--- src/rtl/contador_mp.sv ---
// Programmable-modulus up/down counter with wrap/saturate, parallel load,
// fraction markers and a registered overflow pulse for cascading.
module contador_mp #(
  parameter int unsigned N = 7,
  parameter int unsigned M = 100
) (
  input  logic         clock,
  input  logic         zera_n,
  input  logic         zera_s,
  input  logic         conta,
  input  logic         desce,
  input  logic         satura,
  input  logic         carrega,
  input  logic [N-1:0] dado,
  input  logic         define_m,
  input  logic [N:0]   modulo,
  output logic [N-1:0] Q,
  output logic [N:0]   m_atual,
  output logic         fim,
  output logic         zero,
  output logic         meio,
  output logic         quarto,
  output logic         estouro
);

  if (M < 2 || 64'(M) > (64'(1) << N)) begin : g_bad_m
    $error("contador_mp: M must lie in 2..2^N");
  end

  localparam logic [N:0] MRst   = (N+1)'(M);
  localparam logic [N:0] ModMin = (N+1)'(2);
  localparam logic [N:0] ModMax = {1'b1, {N{1'b0}}};
  localparam logic [N:0] One    = (N+1)'(1);

  logic [N-1:0] q_q, q_d;
  logic [N:0]   m_q, m_d;
  logic         est_q, est_d;

  logic [N:0]   q_ext, dado_ext;
  logic [N:0]   m_clamped, m_eff, m_last, m_eff_last;

  assign q_ext    = {1'b0, q_q};
  assign dado_ext = {1'b0, dado};

  always_comb begin
    m_clamped = modulo;
    if (modulo < ModMin) begin
      m_clamped = ModMin;
    end else if (modulo > ModMax) begin
      m_clamped = ModMax;
    end
  end

  // Load clamps against the modulus that will be active after this edge.
  assign m_eff      = define_m ? m_clamped : m_q;
  assign m_last     = m_q - One;
  assign m_eff_last = m_eff - One;

  always_comb begin
    q_d   = q_q;
    m_d   = m_q;
    est_d = 1'b0;
    if (zera_s) begin
      q_d = '0;
      if (define_m) begin
        m_d = m_clamped;
      end
    end else if (define_m || carrega) begin
      if (define_m) begin
        m_d = m_clamped;
      end
      if (carrega) begin
        q_d = (dado_ext > m_eff_last) ? m_eff_last[N-1:0] : dado;
      end else if (q_ext >= m_clamped) begin
        q_d = '0;
      end
    end else if (conta) begin
      if (!desce) begin
        if (q_ext < m_last) begin
          q_d = q_q + N'(1);
        end else begin
          est_d = 1'b1;
          if (!satura) begin
            q_d = '0;
          end
        end
      end else begin
        if (q_q != '0) begin
          q_d = q_q - N'(1);
        end else begin
          est_d = 1'b1;
          if (!satura) begin
            q_d = m_last[N-1:0];
          end
        end
      end
    end
  end

  always_ff @(posedge clock) begin
    if (!zera_n) begin
      q_q   <= '0;
      m_q   <= MRst;
      est_q <= 1'b0;
    end else begin
      q_q   <= q_d;
      m_q   <= m_d;
      est_q <= est_d;
    end
  end

  assign Q       = q_q;
  assign m_atual = m_q;
  assign estouro = est_q;

  assign fim    = (q_ext == m_last);
  assign zero   = (q_q == '0);
  assign meio   = (q_ext == ((m_q >> 1) - One));
  assign quarto = (m_q >= (N+1)'(4)) && (q_ext == ((m_q >> 2) - One));

endmodule

--- config.mk ---
export PLATFORM = sky130hd
export DESIGN_NAME = contador_mp
export DESIGN_NICKNAME = d
export VERILOG_FILES = /design/src/rtl/contador_mp.sv
export SDC_FILE = /design/constraint.sdc
export NUM_CORES = 1
export LEC_CHECK = 0
export BUFFER_PORTS_ARGS = -buffer_cell sky130_fd_sc_hd__buf_2
export CORE_ASPECT_RATIO = 0.8
export CORE_MARGIN = 2
export CORE_UTILIZATION = 35
export CTS_CLUSTER_DIAMETER = 30
export DETAILED_ROUTE_END_ITERATION = 6
export PLACE_DENSITY_LB_ADDON = 0.08
export SLEW_MARGIN = 40
export SYNTH_ARGS = -nofsm -noshare
export SYNTH_HDL_FRONTEND = slang
export SYNTH_SLANG_ARGS = --single-unit
--- constraint.sdc ---
create_clock -name clock -period 4.7 [get_ports clock]
set_input_delay 0.705 -clock clock [delete_from_list [all_inputs] [get_ports clock]]
set_output_delay 0.705 -clock clock [all_outputs]
set_load 0.02 [all_outputs]
==> key figures <==
Global routing
  • Initial antenna violation count: 0
  • Gr usage total: between 10% and 20%
  • Global-route wire length before repair: roughly 12000 um
  • Largest net degree at the start of global routing: 22
  • Gr ovfl total: 0
  • Number of global-route vias before repair: 2241

Setup path
  • Buf/Inv on CP: 1
  • CP max-delay cell: or4_4
  • WP data arrival: between 4 and 5 ns
  • Startpoint types: input port
  • CP peak stage delay: about 0.57 ns
  • Crit path capture type: flip-flop
  • Setup CP Type: input port to flip-flop
  • Family with the most delay on the worst path: compound AO/OA/AOI/OAI gates
  • Crit-path cells: buf_2 > or4_4 > o311ai_4 > and2_2 > ha_1 > nand3_1 > xnor2_1 > ha_1 > and3_1 > nand3_1 > o21ai_1 > o2111ai_2 > a211oi_2 > a41oi_1 > a221oi_1
  • CP max FO: 11
  • Worst Path Required: ~4.9 ns

Power
  • Total power: slightly below 0.6 mW
  • Leakage: between 1 and 1.5 nW
  • Psw: ~0.25 mW
  • Clk pwr share: between 10% and 20%
  • Internal: about 0.34 mW
  • Peak VDD IR: ~0.094 mV
  • Combinational share of power: a little over half
  • Sw Ratio: 43.2%
  • Sequential share of power: around 30%
  • Cell Pwr Density: 216 mW/mm^2

STA
  • Slew HR: 51.7%
  • Fin Clk Skew: a little over 0.005 ns
  • Setup-failing EPs final: 0
  • Post-layout min period: between 4 and 5 ns
  • Setup TNS: 0 ns
  • Slew @ Worst Pin: 0.723 ns
  • Peak Freq: around 0.24 GHz
  • RSZ-0062 raised after global routing: no
  • Final worst-path cycle share: 90.0%
  • Final hold vios: 0
  • PnR worst setup slack: approximately 0.47 ns
  • Pins over their slew limit: 0

Placement
  • Pre-CTS setup slack: between 0.01 and 0.015 ns
  • Cell Area, Placed: approximately 0.0027 mm^2
  • Placed wire-length estimate: between 5000 and 6000 um
  • GP Congestion: approximately 0.84
  • IO buf count: 42

Synthesis
  • Share of Yosys cell area claimed by the top area cell type: 14.8%
  • Area leader, netlist: ha_1
  • Post-synthesis sequential area ratio: between 10% and 20%
  • Yosys Warn Count: 0
  • Synthesized area: approximately 0.0024 mm^2
  • Post-synth EDFFs: 0
  • Seq cells post-synth: 16
  • Cells after Synth: between 300 and 400
  • Netlist cell types: 67
  • Syn avg cell area: 7.94 um^2
  • Leading post-synthesis cells by cell area: ha_1, dfxtp_1, xnor2_1, a21oi_1, nand2_1
  • Commonest cells in the netlist: ha_1, xnor2_1, nand2_1, inv_1, a21oi_1
  • Synth Flop Type: dfxtp_1
  • Post-synthesis async set-or-reset flop share: 0%
  • Post-synth net total: 360
  • Top-count cell post-synth: ha_1

Final layout
  • Final core occ: between 40% and 50%
  • Synthesis-to-layout area growth: 11.9%
  • # nets final: around 400
  • Fraction of final layout cells with drive strength greater than 1: between 20% and 30%
  • Final Cell Area: around 0.0027 mm^2
  • Number of diodes: 0

Routing
  • Final WL: roughly 7500 um
  • Vias/cell: between 5 and 6
  • Initial DRC count: 75
  • Vias: around 2400
  • DRT Pass-1 Iters: 4
  • ANT nets after route: 0
  • DRC Markers: 0
  • Average wire per standard cell: 17.7 um

Clocking
  • # clock sinks: 16
  • # H-tree levels: 1
  • Cts bufs inserted: 3
  • CTS root buf: clkbuf_8
  • Hold bufs inserted after CTS: 0
  • CTS Buffer Depth: 2
  • Worst-Skew Late Latency: approximately 0.25 ns
  • Clock transition at path regs: roughly 0.07 ns
  • CTS tree: yes

Floorplan
  • Initial Utilization: 35.8%
  • Die area: ~0.0077 mm^2
  • I/O pin cnt: 43
  • Core Box Area: 0.00682 mm^2
  • Die Y: just under 80 um
  • Die W: 97.5 um
  • Cell row count: 27

Outcome
  • Run status: finished, final reports clean

Hold path
  • Hold Crit Class: input port to flip-flop

Run
  • Max-Cap Viols: 0
per-layer routing:
layer	wire length (um)	share of wire (%)	track usage, %
met3	491	6.5	3.26
met5	0	0	0
met2	3260	43	29.5
met1	3770	50	30.3
met4	14	0.19	2.50
power groups by stage:
stage	clock network, mW	registers, mW	logic, mW
2_1_floorplan	0	0.166	0.235
3_3_place_gp	0	0.177	0.307
3_5_place_dp	0	0.177	0.308
4_1_cts	0.110	0.174	0.309
5_1_grt	0.115	0.177	0.345
6_report	0.107	0.174	0.310
logic make-up (layout without fill, tap and decap cells):
| family | Yosys count | in the layout | share of synthesized area (%) |
|---|---|---|---|
| xor gates and xnor gates | 28 | 28 | 10.0 |
| buffers and inverters | 38 | 68 | 7.01 |
| DFF | 16 | 16 | 13.1 |
| AOI/OAI and AO/OA | 80 | 80 | 24.3 |
| and+or+nand+nor | 108 | 108 | 26.8 |
| muxes | 9 | 9 | 3.89 |
| adders and majority gates | 29 | 29 | 14.8 |
area by class of cell:
cell class / instances / area [um^2]
clock buffer: 3 / 41.3
inverter: 19 / 71.3
tap: 87 / 109
fill: 732 / 4090
sequential: 16 / 320
multi-input combinational: 254 / 1950
timing repair buffer: 46 / 240
cells in the final DEF (no fill, tap or decap), drive strengths merged, types with 3 or more instances in the layout:
cell type,instances
nor2,11
a21o,5
dfxtp,16
or2,3
mux2i,5
a31oi,5
xor2,5
buf,46
a31o,3
and3,8
clkbuf,3
nand3,15
nor3,8
and2,3
nor4,4
nand2b,8
ha,29
a21oi,17
o21ai,13
mux2,4
a221oi,7
nand2,21
a211oi,9
xnor2,23
or4,3
nand4,5
inv,19
nor2b,7
registers in the layout (all words and copies together) (netlist names):
register / flops
m_atual: 8
Q: 7
estouro: 1
metrics by stage:
| step | cells | hold WS (ns) |
|---|---|---|
| 6_report | 425 | 0.700 |
| 5_1_grt | 425 | 0.711 |
| 4_1_cts | 425 | 0.700 |
| 3_5_place_dp | 422 | 0.777 |
| 3_3_place_gp | 422 | 0.776 |
| 2_1_floorplan | 308 | 0.676 |
path summary, 6_finish.rpt:
check | from | to | slack [ns] | cells past startpoint
setup reg to reg | m_atual[2]$_SDFFE_PN1P_ | Q[2]$_SDFFE_PP0P_ | 1.04 | 14
setup / recovery | modulo[3] | Q[6]$_SDFFE_PP0P_ | 0.47 | 15
hold reg to reg | Q[6]$_SDFFE_PP0P_ | Q[6]$_SDFFE_PP0P_ | 0.79 | 2
hold / removal | zera_n | m_atual[6]$_SDFFE_PN1P_ | 0.70 | 2
repair_timing:
action                                 in CTS  in global routing
gates resized for setup                     0                  1
setup endpoints to repair                   0                  1
setup buffers                               0                  0
endpoints found under the hold margin       0                  0
Power figures use the tool's default switching activity.
